### config.mk
export PLATFORM = sky130hd
export DESIGN_NAME = xor_frame_parity_flat
export DESIGN_NICKNAME = d
export VERILOG_FILES = /design/src/rtl/xor_frame_parity_if.sv /design/src/rtl/xor_frame_parity.sv /design/src/flat_wrapper.sv
export SDC_FILE = /design/constraint.sdc
export NUM_CORES = 1
export LEC_CHECK = 0
export ABC_AREA = 1
export CAP_MARGIN = 20
export CORE_UTILIZATION = 48
export DETAILED_ROUTE_END_ITERATION = 12
export PLACE_DENSITY = 0.74
export RECOVER_POWER = 25
export SKIP_LAST_GASP = 1
export SLEW_MARGIN = 10
export SYNTH_ARGS = -nofsm -noshare
export SYNTH_HDL_FRONTEND = slang
export SYNTH_SLANG_ARGS = --single-unit
export TNS_END_PERCENT = 30
### constraint.sdc
create_clock -name clk -period 1.72 [get_ports clk]
set_input_delay 0.516 -clock clk [delete_from_list [all_inputs] [get_ports clk]]
set_output_delay 0.516 -clock clk [all_outputs]
set_load 0.03 [all_outputs]
### src/rtl/xor_frame_parity_if.sv
// Frame parity stream bundle: word input side plus the buffered result side.
// The source/sink drives through master; the parity block attaches as slave.
interface xor_frame_parity_if #(
  parameter int WIDTH   = 8,
  parameter int COUNT_W = 16
);
  logic               in_valid;
  logic               in_ready;
  logic [WIDTH-1:0]   in_data;
  logic               in_last;
  logic               out_valid;
  logic               out_ready;
  logic [WIDTH-1:0]   out_col;
  logic               out_row;
  logic [COUNT_W-1:0] out_count;
  logic               out_sat;

  modport master (
    output in_valid, in_data, in_last, out_ready,
    input  in_ready, out_valid, out_col, out_row, out_count, out_sat
  );

  modport slave (
    input  in_valid, in_data, in_last, out_ready,
    output in_ready, out_valid, out_col, out_row, out_count, out_sat
  );
endinterface

### src/rtl/xor_frame_parity.sv
// Per-frame column/row parity and beat count; result registered one cycle after the last beat.
// Single result buffer: input stalls only while an unconsumed result meets out_ready=0.
module xor_frame_parity #(
  parameter int WIDTH   = 8,
  parameter int ODD     = 0,
  parameter int COUNT_W = 16
) (
  input  logic                clk,
  input  logic                rst,
  xor_frame_parity_if.slave   io
);

  typedef enum logic {ACCUM = 1'b0, FULL = 1'b1} state_e;

  typedef struct packed {
    logic [WIDTH-1:0]   col;
    logic               row;
    logic [COUNT_W-1:0] count;
    logic               sat;
  } res_t;

  localparam logic               ODD_BIT = (ODD != 0);
  localparam logic [COUNT_W-1:0] CNT_MAX = '1;

  state_e             state_q, state_d;
  res_t               res_q, res_d;
  logic [WIDTH-1:0]   acc_q, acc_d;
  logic [COUNT_W-1:0] cnt_q, cnt_d;

  logic               in_ready;
  logic               accept;
  logic [WIDTH-1:0]   acc_x;
  logic [COUNT_W-1:0] cnt_inc;

  always_ff @(posedge clk) begin
    if (rst) begin
      state_q <= ACCUM;
      res_q   <= '0;
      acc_q   <= '0;
      cnt_q   <= '0;
    end else begin
      state_q <= state_d;
      res_q   <= res_d;
      acc_q   <= acc_d;
      cnt_q   <= cnt_d;
    end
  end

  // A new last beat reloads the buffer even while the old result drains.
  always_comb begin
    state_d = state_q;
    case (state_q)
      ACCUM: if (accept && io.in_last) state_d = FULL;
      FULL: begin
        if (accept && io.in_last) state_d = FULL;
        else if (io.out_ready)    state_d = ACCUM;
      end
      default: state_d = ACCUM;
    endcase
  end

  always_comb begin
    in_ready     = !rst && ((state_q == ACCUM) || io.out_ready);
    io.in_ready  = in_ready;
    io.out_valid = (state_q == FULL);
    io.out_col   = res_q.col;
    io.out_row   = res_q.row;
    io.out_count = res_q.count;
    io.out_sat   = res_q.sat;
  end

  always_comb begin
    accept  = io.in_valid && in_ready;
    acc_x   = acc_q ^ io.in_data;
    // Counter holds at its maximum; the XOR accumulation keeps running.
    cnt_inc = (cnt_q == CNT_MAX) ? cnt_q : cnt_q + COUNT_W'(1);
    acc_d   = acc_q;
    cnt_d   = cnt_q;
    res_d   = res_q;
    if (accept) begin
      if (io.in_last) begin
        res_d.col   = acc_x;
        res_d.row   = (^acc_x) ^ ODD_BIT;
        res_d.count = cnt_inc;
        res_d.sat   = (cnt_inc == CNT_MAX);
        acc_d       = '0;
        cnt_d       = '0;
      end else begin
        acc_d = acc_x;
        cnt_d = cnt_inc;
      end
    end
  end

endmodule

### src/flat_wrapper.sv
// flat-port wrapper written by rule: the top's interface ports become plain ports
module xor_frame_parity_flat 
#(
  parameter int WIDTH   = 8,
  parameter int ODD     = 0,
  parameter int COUNT_W = 16
)
  (clk, rst, io_in_valid, io_in_data, io_in_last, io_out_ready, io_in_ready, io_out_valid, io_out_col, io_out_row, io_out_count, io_out_sat);
  xor_frame_parity_if #(.WIDTH(WIDTH), .COUNT_W(COUNT_W)) io_i ();
  input  logic clk;
  input  logic rst;
  input wire logic [$bits(io_i.in_valid)-1:0] io_in_valid;
  input wire logic [$bits(io_i.in_data)-1:0] io_in_data;
  input wire logic [$bits(io_i.in_last)-1:0] io_in_last;
  input wire logic [$bits(io_i.out_ready)-1:0] io_out_ready;
  output wire logic [$bits(io_i.in_ready)-1:0] io_in_ready;
  output wire logic [$bits(io_i.out_valid)-1:0] io_out_valid;
  output wire logic [$bits(io_i.out_col)-1:0] io_out_col;
  output wire logic [$bits(io_i.out_row)-1:0] io_out_row;
  output wire logic [$bits(io_i.out_count)-1:0] io_out_count;
  output wire logic [$bits(io_i.out_sat)-1:0] io_out_sat;
  assign io_i.in_valid = io_in_valid;
  assign io_i.in_data = io_in_data;
  assign io_i.in_last = io_in_last;
  assign io_i.out_ready = io_out_ready;
  assign io_in_ready = io_i.in_ready;
  assign io_out_valid = io_i.out_valid;
  assign io_out_col = io_i.out_col;
  assign io_out_row = io_i.out_row;
  assign io_out_count = io_i.out_count;
  assign io_out_sat = io_i.out_sat;
  xor_frame_parity #(.WIDTH(WIDTH), .ODD(ODD), .COUNT_W(COUNT_W)) u_core (.clk(clk), .rst(rst), .io(io_i));
endmodule
==> summary.txt, run 1 <==
CTS
  • CTS tree: built
  • Clock root buffer: clkbuf_8
  • Clock slew at reported path FFs: 0.10 ns
  • Worst-skew pair later-pin latency: 0.31 ns
  • Bufs on Longest Clock Path: 2
  • # H-tree levels: 2
  • Clock Sinks: 51
  • CTS Buf Count: 5

Outcome
  • Status: finished, violations left
  • Failing checks: setup timing

Timing
  • # setup viols final: 14
  • Final Hold Viols: 0
  • Tcrit/Tclk final: 107.6%
  • Minimum clock period after layout: 1.850 ns
  • RSZ-0062 raised after global routing: true
  • Max Clk Rate: 0.5406 GHz
  • Rel. slew slack: 73.78%
  • Worst Max-Slew Pin Slew: 0.3950 ns
  • Final Skew: 0.01188 ns
  • Slack of the critical path: -0.1299 ns
  • Pins over their slew limit: 0

Global routing
  • First-pass GRT wire length: 10.96 mm
  • Largest net degree at the start of global routing: 20
  • Initial antenna violation count: 0
  • Global route overflow: 0
  • GRT Resource Usage Total: 26.59%
  • Number of global-route vias before repair: 2407

Synthesis
  • Post-Synthesis Cells: 353
  • Seq/Total Area, Yosys: 40.94%
  • Mapped cell area: 2494 sq um
  • Avg Synthesized Cell Area: 7.064 sq um
  • Synth unique cells: 24
  • Synthesis Warnings: 0
  • Net count after synthesis: 367
  • FF+latch count, synth: 51

Place
  • I/O Buffers: 40
  • Dpl cells: 502
  • Hpwl dp: 5.024 mm
  • Placed Instance Area: 3374 sq um
  • RePlAce Congestion: 0.8964

Worst setup path
  • Slowest CP cell: clkdlybuf4s50_1
  • Crit Path Max Fanout: 2
  • CP max stage delay: 0.68 ns
  • Worst path top cell family by delay: buffers and inverters
  • Worst path required time: 1.20 ns
  • Crit. End Element: output port
  • Crit Path Class: flip-flop to output port
  • Critical-path cell list: clkdlybuf4s50_1
  • Arrival @ worst endpoint: 1.33 ns
  • Worst setup SP type: flip-flop
  • WP buf/inv: 1

Floorplan
  • Initial Utilization: 51.43%
  • Num ports: 41
  • Site Rows: 25
  • Die X-Extent: 74.08 um
  • Die Height: 74.08 um
  • Die ar.: 5487 sq um
  • Core Area: 4848 sq um

Route
  • # DRC: 0
  • Number of DRC markers in iteration 0: 184
  • Router iterations before antenna repair: 5
  • Via density: 5.113
  • Final antenna-violating net count: 0
  • Drt wl/cell: 13.45 um
  • Via count: 2623
  • Total wire length: 6.899 mm

Final layout
  • Antenna cell count: 0
  • Most frequent cells in the layout: nand2_1 (101), buf_4 (55), dfxtp_1 (47), a21oi_1 (32), inv_1 (27)
  • Post-route cell area: 3517 sq um
  • Layout cells sized above 1: 22.20%
  • Nets: 460
  • Most common cell after layout, fill and taps aside: nand2_1
  • Layout area overhead: 41.04%
  • Final Instance Count excl. Fillers: 513
  • Final core utilization: 72.54%

Min path
  • Worst min path class: flip-flop to flip-flop

Job
  • Max Cap Viol: 0

Power and ir drop
  • Pleak: 1.517 nW
  • Power Density: 669.9 nW/um^2
  • Worst VDD drop: 0.0005311 V
[Yosys cell counts (all sizes together)]
| cell type | instances | area, sq um |
|---|---|---|
| nand4 | 5 | 31.28 |
| clkbuf | 7 | 26.28 |
| ha | 1 | 12.51 |
| o21bai | 6 | 45.04 |
| inv | 31 | 116.4 |
| nor2 | 32 | 150.1 |
| a31oi | 2 | 12.51 |
| o21ai | 24 | 120.1 |
| dfxtp | 51 | 1021 |
| or2 | 1 | 6.260 |
| a2bb2oi | 3 | 26.28 |
| buf | 8 | 46.29 |
| xnor2 | 11 | 96.34 |
| nand2 | 106 | 405.4 |
| o211ai | 4 | 30.03 |
| a21oi | 33 | 168.9 |
| nand3 | 16 | 80.08 |
| o21a | 5 | 37.54 |
| xor2 | 7 | 61.31 |
[per-layer routing]
metal / up-vias / part of all wire (%) / global-route usage (%)
met1: 1206 / 43 / 31.66
li1: 1326 / - / -
met3: 12 / 4.8 / 5.556
met2: 79 / 51 / 47.88
met5: - / 0 / 0
met4: 0 / 1.6 / 7.906
[stage by stage]
step                power [mW]  setup TNS [ns]  hold slack (ns)  setup WS (ns)
floorplan                1.474               0           0.4559        0.02065
global placement         1.644          -12.64           0.4609        -0.3101
detailed placement       1.652          -14.48           0.4648        -0.3772
CTS                      2.371          -2.304           0.4817        -0.1407
global route             2.441          -3.905           0.4936        -0.1660
finish                   2.356          -1.467           0.4810        -0.1299
[state kept, by name, summed over array words and instances (netlist names)]
name,count
u_core.acc_q,8
u_core.io.out_count,16
u_core.io.out_valid,1
u_core.io.out_col,8
u_core.io.out_sat,1
u_core.cnt_q,16
u_core.io.out_row,1
[layout make-up]
cell class / count / area [sq um]
Clock inverter: 1 / 8.758
Timing Repair Buffer: 101 / 837.1
Inverter: 31 / 121.4
Clock buffer: 6 / 82.58
Fill cell: 402 / 1331
Multi-Input combinational cell: 256 / 1358
Sequential cell: 51 / 1026
Tap cell: 67 / 83.83
[worst paths after layout]
kind / slack (ns) / startpoint / cells after the start / end
worst min register to register: 0.48 / u_core.io.out_col[1] / 2 / u_core.io.out_col[1]
worst max-delay path: -0.13 / u_core.io.out_count[11] / 1 / io_out_count[11]
worst max register to register: 0.04 / u_core.cnt_q[2] / 10 / u_core.io.out_sat
worst min-delay path: 0.48 / u_core.io.out_col[1] / 2 / u_core.io.out_col[1]
[power by group]
part	leakage (nW)	internal, mW	switching [mW]
Sequential	0.416	1.22	0.0215
Clock	0.0477	0.325	0.412
Combinational	1.05	0.177	0.204
Total	1.52	1.72	0.638
[kinds of logic after synthesis]
family / Yosys count / share of synthesized area (%)
fa+ha+maj: 1 / 0.5017
buf+inv: 46 / 7.576
xor+xnor: 18 / 6.322
flops: 51 / 40.94
compound gates: 77 / 17.66
simple gates: 160 / 26.99
[repair_timing]
action                                  CTS  global route
pin swaps                                 4            12
resized for setup                        24            20
buffers inserted                          2             2
hold buffers                              0             0
endpoints found under the setup margin   39            23
(Power assumes the default switching activity.)
==> run 2: changes to the inputs <==
--- a/config.mk
+++ b/config.mk
@@ -9,6 +9,7 @@
 export CAP_MARGIN = 20
 export CORE_UTILIZATION = 48
 export DETAILED_ROUTE_END_ITERATION = 12
+export HOLD_SLACK_MARGIN = 0.12
 export PLACE_DENSITY = 0.74
 export RECOVER_POWER = 25
 export SKIP_LAST_GASP = 1
==> results of run 2 <==
Final layout, timing and power as in run 1 (identical DEF).
==> run 3: changes to the inputs <==
--- a/config.mk
+++ b/config.mk
@@ -7,6 +7,7 @@
 export LEC_CHECK = 0
 export ABC_AREA = 1
 export CAP_MARGIN = 20
+export CORE_ASPECT_RATIO = 0.7
 export CORE_UTILIZATION = 48
 export DETAILED_ROUTE_END_ITERATION = 12
 export HOLD_SLACK_MARGIN = 0.12
==> run 3 against run 2 <==
  * The run still ends with setup timing left
  * Core utilization shrank 2.2 points
  * Sequential share of layout area grew 0.61 points
  * Critical path depth is the same
  * Highest routed layer unchanged
  * Clock skew shrank 0.0028 ns
  * Fmax shrank 0.15%
  * Combinational power shrank 3%
  * Clock power grew 13%
  * Die area is essentially flat
==> summary.txt, run 3 (synthesized netlist as in run 1, its figures left out) <==
Timing
  • Slack of the critical path: -0.1326 ns
  • Final Hold Viols: 0
  • Worst Max-Slew Pin Slew: 0.3966 ns
  • Minimum clock period after layout: 1.853 ns
  • Final Skew: 0.009054 ns
  • # setup viols final: 20
  • Tcrit/Tclk final: 107.7%
  • Max Clk Rate: 0.5398 GHz
  • Pins over their slew limit: 0
  • TNS Setup: -1.316 ns
  • RSZ-0062 raised after global routing: true
  • Rel. slew slack: 73.67%

Floorplan
  • Die Height: 62.31 um
  • Initial Utilization: 51.02%
  • Core Area: 4887 sq um
  • Die X-Extent: 88.15 um
  • Num ports: 41
  • Die ar.: 5492 sq um
  • Site Rows: 21

Final layout
  • Layout cells sized above 1: 19.09%
  • Fillcell total: 424
  • Final core utilization: 70.33%
  • Layout area overhead: 37.83%
  • Post-route cell area: 3437 sq um
  • Nets: 454
  • Antenna cell count: 0
  • Most frequent cells in the layout: nand2_1 (103), buf_4 (50), dfxtp_1 (49), a21oi_1 (31), inv_1 (28)
  • Most common cell after layout, fill and taps aside: nand2_1
  • Final Instance Count excl. Fillers: 509

Worst setup path
  • Crit Path Class: flip-flop to output port
  • Arrival @ worst endpoint: 1.34 ns
  • FF-to-FF setup slack: -0.02 ns
  • WP buf/inv: 1
  • R2R depth: 10
  • CP max stage delay: 0.68 ns
  • Slowest CP cell: clkdlybuf4s50_1
  • Worst path top cell family by delay: buffers and inverters
  • Worst setup SP type: flip-flop
  • Critical-path cell list: clkdlybuf4s50_1
  • Crit. End Element: output port
  • Worst path required time: 1.20 ns
  • R2r endpoint: u_core.io.out_sat
  • Crit Path Max Fanout: 2
  • Reg2reg start: u_core.cnt_q[3]

CTS
  • Worst-skew pair later-pin latency: 0.31 ns
  • CTS tree: built
  • Clock slew at reported path FFs: 0.10 ns
  • Clock root buffer: clkbuf_8
  • Post-CTS setup buffer count: 0
  • Clock Sinks: 51
  • CTS Buf Count: 5
  • # H-tree levels: 2
  • Bufs on Longest Clock Path: 2

Outcome
  • Failing checks: setup timing
  • Status: finished, violations left

Global routing
  • Number of global-route vias before repair: 2552
  • Global route overflow: 0
  • First-pass GRT wire length: 11.79 mm
  • Initial antenna violation count: 0
  • Largest net degree at the start of global routing: 27
  • GRT Resource Usage Total: 27.71%

Min path
  • Worst min path class: flip-flop to flip-flop
  • Worst hold endpoint: u_core.io.out_col[1]
  • Hold Path Cell Cnt: 2
  • Worst hold start: u_core.io.out_col[1]

Power and ir drop
  • Internal power: 1.805 mW
  • Logic pwr share: 15.1%
  • Pleak: 1.506 nW
  • Reported net switching power: 638.9 uW
  • Worst VDD drop: 0.0004702 V
  • Power Density: 711.0 nW/um^2
  • Sw Ratio: 26.14%
  • Clock power share: 34.2%
  • Seq pwr share: 50.7%

Place
  • I/O Buffers: 40
  • Hpwl dp: 5.132 mm
  • RePlAce Congestion: 0.8634
  • Placed Instance Area: 3374 sq um
  • Dpl cells: 502

Route
  • Via density: 5.194
  • Total wire length: 7.203 mm
  • Drt wl/cell: 14.15 um
  • Number of DRC markers in iteration 0: 145
  • Final antenna-violating net count: 0
  • # DRC: 0
  • Router iterations before antenna repair: 4
  • Via count: 2644

Job
  • Max Cap Viol: 0
run 3: power groups by stage:
stage / sequential, mW / clock (mW) / combinational, mW
finish: 1.24 / 0.836 / 0.370
global route: 1.24 / 0.883 / 0.401
CTS: 1.24 / 0.835 / 0.387
global placement: 1.26 / 0 / 0.381
detailed placement: 1.26 / 0 / 0.389
floorplan: 1.32 / 0 / 0.157
run 3: final cells by class:
cell class | count | area (sq um) | share of cell area, %
multi-input combinational | 256 | 1326 | 38.59
sequential | 51 | 1023 | 29.78
timing repair buffer | 95 | 775.7 | 22.57
inverter | 31 | 118.9 | 3.458
tap | 69 | 86.33 | 2.512
clock buffer | 5 | 68.82 | 2.002
clock inverter | 2 | 37.54 | 1.092
run 3: worst max-delay path by stage:
stage	from	slack, ns	cells past startpoint	endpoint
after floorplan	io_out_ready	0.02	8	u_core.io.out_count[0]
after global routing	u_core.io.out_col[1]	-0.15	1	io_out_col[1]
after global placement	io_in_data[5]	-0.36	6	u_core.io.out_row
final	u_core.io.out_col[3]	-0.13	1	io_out_col[3]
after detailed placement	io_in_data[5]	-0.41	6	u_core.io.out_row
after CTS	u_core.io.out_col[6]	-0.13	1	io_out_col[6]
run 3: worst min-delay path, stage by stage (launching register included):
cell and delay (ns):
dfxtp_1 0.32, nand2_1 0.06, a21oi_1 0.05
run 3: what timing repair did:
action	4_1_cts	5_1_grt
resized for setup	25	8
hold buffers	0	0
pin swaps	4	0
setup endpoints to repair	43	28
run 3: layer usage:
metal / vias up / share of wire (%) / track usage [%]
met5: - / 0 / 0
met4: 0 / 1.0 / 6.452
met3: 8 / 5.0 / 5.319
met2: 89 / 46 / 44.67
met1: 1234 / 48 / 38.17
li1: 1313 / - / -
run 3: metrics by stage:
stage | hold slack, ns | power (mW) | setup WS, ns
2_1_floorplan | 0.4559 | 1.474 | 0.02065
3_3_place_gp | 0.4556 | 1.644 | -0.3649
4_1_cts | 0.4710 | 2.459 | -0.1294
6_report | 0.4673 | 2.444 | -0.1326
3_5_place_dp | 0.4545 | 1.653 | -0.4141
5_1_grt | 0.4951 | 2.525 | -0.1520
